File: src/rtl/csa_add_arbiter.sv
// Round-robin arbiter sharing one external 16-bit adder among NREQ requesters.
// Define CSA_ARB_FIXED_PRIO_EN for fixed priority (lowest index always wins).
module csa_add_arbiter #(
    parameter int NREQ  = 4,
    parameter int WIDTH = 16,
    parameter int IDW   = 2
) (
    input  logic                    clk,
    input  logic                    rst_n,
    input  logic [NREQ-1:0]         req_valid,
    output logic [NREQ-1:0]         req_ready,
    input  logic [NREQ*WIDTH-1:0]   req_a,
    input  logic [NREQ*WIDTH-1:0]   req_b,
    input  logic [NREQ-1:0]         req_cin,
    output logic [WIDTH-1:0]        add_a,
    output logic [WIDTH-1:0]        add_b,
    output logic                    add_cin,
    input  logic [WIDTH-1:0]        add_sum,
    input  logic                    add_cout,
    output logic                    rsp_valid,
    input  logic                    rsp_ready,
    output logic [IDW-1:0]          rsp_id,
    output logic [WIDTH-1:0]        rsp_sum,
    output logic                    rsp_cout,
    output logic                    busy
);

    typedef enum logic [1:0] {
        IDLE,
        EXEC,
        RESP
    } state_t;

    state_t          state;
    logic [IDW-1:0]  id;
    logic [IDW-1:0]  base;
    logic [IDW-1:0]  grant_id;
    logic [IDW-1:0]  next_ptr;
    logic [NREQ-1:0] grant;
    logic [IDW:0]    idx;
    logic            found;
    logic            hs;

`ifdef CSA_ARB_FIXED_PRIO_EN
    assign base = '0;
`else
    logic [IDW-1:0] rr_ptr;
    assign base = rr_ptr;
`endif

    // Search for the first valid requester starting at base, wrapping at NREQ.
    always_comb begin
        grant    = '0;
        grant_id = '0;
        found    = 1'b0;
        idx      = '0;
        for (int k = 0; k < NREQ; k++) begin
            idx = {1'b0, base} + (IDW+1)'(k);
            if (idx >= (IDW+1)'(NREQ))
                idx = idx - (IDW+1)'(NREQ);
            if (!found && req_valid[idx[IDW-1:0]]) begin
                found                 = 1'b1;
                grant[idx[IDW-1:0]]   = 1'b1;
                grant_id              = idx[IDW-1:0];
            end
        end
    end

    assign req_ready = (rst_n && state == IDLE) ? grant : '0;
    assign hs        = |(req_valid & req_ready);
    assign busy      = (state != IDLE);
    assign next_ptr  = (grant_id == IDW'(NREQ-1)) ? '0 : grant_id + 1'b1;

    // Capture winner, run the adder for one cycle, hold the result until accepted.
    always_ff @(posedge clk) begin
        if (!rst_n) begin
            state     <= IDLE;
            id        <= '0;
`ifndef CSA_ARB_FIXED_PRIO_EN
            rr_ptr    <= '0;
`endif
            add_a     <= '0;
            add_b     <= '0;
            add_cin   <= 1'b0;
            rsp_valid <= 1'b0;
            rsp_id    <= '0;
            rsp_sum   <= '0;
            rsp_cout  <= 1'b0;
        end else begin
            case (state)
                IDLE: begin
                    if (hs) begin
                        add_a   <= req_a[grant_id*WIDTH +: WIDTH];
                        add_b   <= req_b[grant_id*WIDTH +: WIDTH];
                        add_cin <= req_cin[grant_id];
                        id      <= grant_id;
`ifndef CSA_ARB_FIXED_PRIO_EN
                        rr_ptr  <= next_ptr;
`endif
                        state   <= EXEC;
                    end
                end
                EXEC: begin
                    rsp_sum   <= add_sum;
                    rsp_cout  <= add_cout;
                    rsp_id    <= id;
                    rsp_valid <= 1'b1;
                    state     <= RESP;
                end
                RESP: begin
                    if (rsp_ready) begin
                        rsp_valid <= 1'b0;
                        state     <= IDLE;
                    end
                end
                default: state <= IDLE;
            endcase
        end
    end

endmodule

File: config.mk
export PLATFORM = sky130hd
export DESIGN_NAME = csa_add_arbiter
export DESIGN_NICKNAME = d
export VERILOG_FILES = /design/src/rtl/csa_add_arbiter.sv
export SDC_FILE = /design/constraint.sdc
export NUM_CORES = 1
export LEC_CHECK = 0
export ABC_AREA = 1
export BUFFER_PORTS_ARGS = -buffer_cell sky130_fd_sc_hd__buf_2
export CAP_MARGIN = 0
export CORE_MARGIN = 2
export CORE_UTILIZATION = 45
export CTS_BUF_LIST = sky130_fd_sc_hd__clkbuf_4 sky130_fd_sc_hd__clkbuf_8 sky130_fd_sc_hd__clkbuf_16
export DETAILED_ROUTE_END_ITERATION = 12
export PLACE_DENSITY = 0.88
export SYNTH_ARGS = -nofsm -noshare
export SYNTH_HDL_FRONTEND = slang
export SYNTH_SLANG_ARGS = --single-unit
File: constraint.sdc
create_clock -name clk -period 3.2 [get_ports clk]
set_input_delay 0.32 -clock clk [delete_from_list [all_inputs] [get_ports clk]]
set_output_delay 0.32 -clock clk [all_outputs]
set_load 0.1 [all_outputs]
==> impl_metrics.csv <==
group,metric,value,unit
synth,synthCells,594,
floorplanning,top_level_ports,214,
synth,yosys.area.top_type_share,31.11,%
placed_design,port_buffers,213,
global_routing,grt_overflow,0,
worst_setup_path,critPathLaunchType,"flip-flop",
sta,period_needed,2934,ps
clock_tree,cts_max_path_buffers,2,
worst_setup_path,crit_arrival,2610,ps
layout,fin_cells,892,
global_routing,antenna_found_initial,0,
placed_design,dp_hpwl,8.387,mm
synth,yosys.area.top_type,"dfxtp_1",
floorplanning,die-height,95.85,µm
worst_setup_path,r2r_start,"base[1]",
global_routing,gr-usage-all-layers,25.12,%
synth,ys_warn_count,0,
synth,ys_ff_latch,59,
layout,drive_above_1_share,33.29,%
sta,hold_violations,0,
global_routing,grt_pass1_wl,18.31,mm
floorplanning,fp.coreArea,8217,µm²
synth,ys_top_cells_by_area,"dfxtp_1 (31%), nand3_1 (16%), nand2_1 (10%)",
floorplanning,start_util,46.20,%
sta,fmax,340.8,MHz
clock_tree,cts_tree,"yes",
worst_setup_path,crit_family,"simple AND/OR/NAND/NOR gates",
route,wl_per_cell,12.98,µm
route,vias,4544,
worst_setup_path,cpPeakStageDelay,480,ps
flow_run,max_cap_violations,0,
route,routed_wl,11.58,mm
worst_setup_path,r2r_cells,15,
worst_setup_path,worstPathCellList,"inv_2, ha_1, inv_1, nand3_1, nand2_1, nor2_1, a21oi_1, nand3_1, nand2_1, inv_1, clkbuf_4",
layout,antennaDiodeCount,0,
layout,fillers,825,
worst_setup_path,r2r_slack,390,ps
sta,slew_headroom,60.91,%
hold_path,hold_path_depth,2,
clock_tree,cts_max_level,3,
global_routing,first_global_vias,4015,
clock_tree,cts.clk_slew.worst_paths,60,ps
hold_path,hold_path.class,"primary input to flip-flop",
hold_path,min_from,"rsp_ready",
worst_setup_path,worstSetupEndpointType,"output pin",
clock_tree,cts_buffers,9,
clock_tree,clock_sinks,59,
synth,synth_cell_type_count,27,
worst_setup_path,critical_path_depth,11,
route,drtIter0Drc,186,
route,dr.pass1.iters,4,
synth,syn_area_per_cell,6.391,µm²
worst_setup_path,critPathRequiredTime,2880,ps
hold_path,hold_end,"rsp_valid",
sta,fin_crit_sh,91.70,%
sta,tns,0,ps
clock_tree,worstSkewPairLatency,320,ps
worst_setup_path,path_buf_inv,4,
floorplanning,die_x,95.85,µm
placed_design,place_congestion,0.9110,
sta,grt_setup_unrepaired,"no",
route,route.detailed.drc,0,
sta,skew,5.570,ps
floorplanning,placementRows,33,
worst_setup_path,critical_path_class,"flip-flop to output pin",
layout,nNetsFinal,945,
sta,tightest_slew,585.7,ps
sta,holdWs,211.9,ps
synth,syn_nets,757,
global_routing,grt_max_degree,87,
sta,setup_violations,0,
synth,synth-async-reset-ratio,0,%
route,via_per_inst,5.094,
clock_tree,clockRootBuffer,"clkbuf_8",
clock_tree,holdBufCountCts,0,
worst_setup_path,worst-path-max-fanout,8,
layout,synthToLayoutAreaGrowth,32.70,%
floorplanning,dieArea,9186,µm²
route,ant_nets,0,
synth,yosys_most_used_dff,"dfxtp_1",
synth,synth_edf_count,0,
synth,syn_area,3796,µm²
synth,ys_seq_area_share,31.11,%
run_status,status,"finished clean",
sta,finalMaxSlewViolations,0,
synth,yosysMostFrequentCell,"nand3_1",
placed_design,dp.cells,876,
synth,synth_common_cells,"nand3_1 (122), nand2_1 (104), nor2_1 (91)",
worst_setup_path,slowest_stage,"dfxtp_1",
cells by family after synthesis:
| kind of cell | synth area share, % |
|---|---|
| simple gates | 39.52 |
| compound gates | 16.02 |
| buf+inv | 10.81 |
| flops | 31.11 |
| fa+ha+maj | 2.307 |
| xor+xnor | 0.2308 |
worst max path at each step:
| stage | from | end |
|---|---|---|
| 3_3_place_gp | base[1] | flip-flop |
| 4_1_cts | base[1] | req_ready[0] |
| 3_5_place_dp | base[1] | add_a[14] |
| 6_report | base[1] | req_ready[0] |
| 5_1_grt | base[1] | req_ready[0] |
| 2_1_floorplan | flip-flop | req_ready[0] |
cell usage in the layout (no fill, tap or decap), types with 2 or more instances in the layout:
cell type / n
clkinv_2: 2
clkbuf_8: 12
nand2_1: 104
inv_2: 6
nor2_1: 91
o211ai_1: 18
o21ai_0: 21
a21boi_0: 4
buf_2: 209
nor2_4: 3
buf_4: 7
nand2_4: 5
inv_1: 32
nand3_1: 122
nand2_2: 6
ha_1: 7
dfxtp_1: 59
a21oi_1: 64
clkbuf_4: 4
area by class of cell:
type | instances | area (µm²) | area share (%)
Multi-Input combinational cell | 452 | 2212 | 43.91
Timing Repair Buffer | 221 | 1149 | 22.80
Inverter | 39 | 151.4 | 3.005
Clock inverter | 4 | 47.55 | 0.9439
Tap cell | 105 | 131.4 | 2.608
Clock buffer | 12 | 165.2 | 3.279
Sequential cell | 59 | 1181 | 23.45
worst register-to-register path: cells and delay by family, from the launching register on:
kind                       cells  cell delay [ps]
AOI/OAI and AO/OA              1              130
adders and majority gates      1              360
and+or+nand+nor               10             1450
DFF                            1              480
buffers and inverters          3              290
metrics by stage:
| step | area [µm²] | setup WS [ps] | utilization, % |
|---|---|---|---|
| 6_report | 5037 | 265.6 | 61.31 |
| 3_3_place_gp | 4815 | 475.1 | 58.60 |
| 5_1_grt | 5037 | 19.17 | 61.31 |
| 4_1_cts | 5027 | 164.4 | 61.18 |
| 2_1_floorplan | 3796 | 687.0 | - |
| 3_5_place_dp | 4815 | 428.2 | 58.60 |
routing by layer:
layer	part of all wire [%]	vias to the layer above	GRT usage, %
met2	50	182	43.01
met1	40	1991	29.86
met5	0	-	0
met3	8.2	26	7.361
met4	2.2	0	8.929
li1	-	2345	-
state kept, by name (all words and copies together), names as in the netlist, named ones only:
signal     flops
rsp_id         2
rsp_valid      1
rsp_sum       16
base           1
add_a         16
rsp_cout       1
add_b         16
state          2
id             2
add_cin        1
repair_timing:
item / in CTS / in global routing
resized for setup: 0 / 4
setup buffers: 0 / 0
setup endpoints to repair: 0 / 4
Power is left out: the tool's default activity adds up to more than one toggle a clock period on the data nets, which glitch-free logic cannot reach.
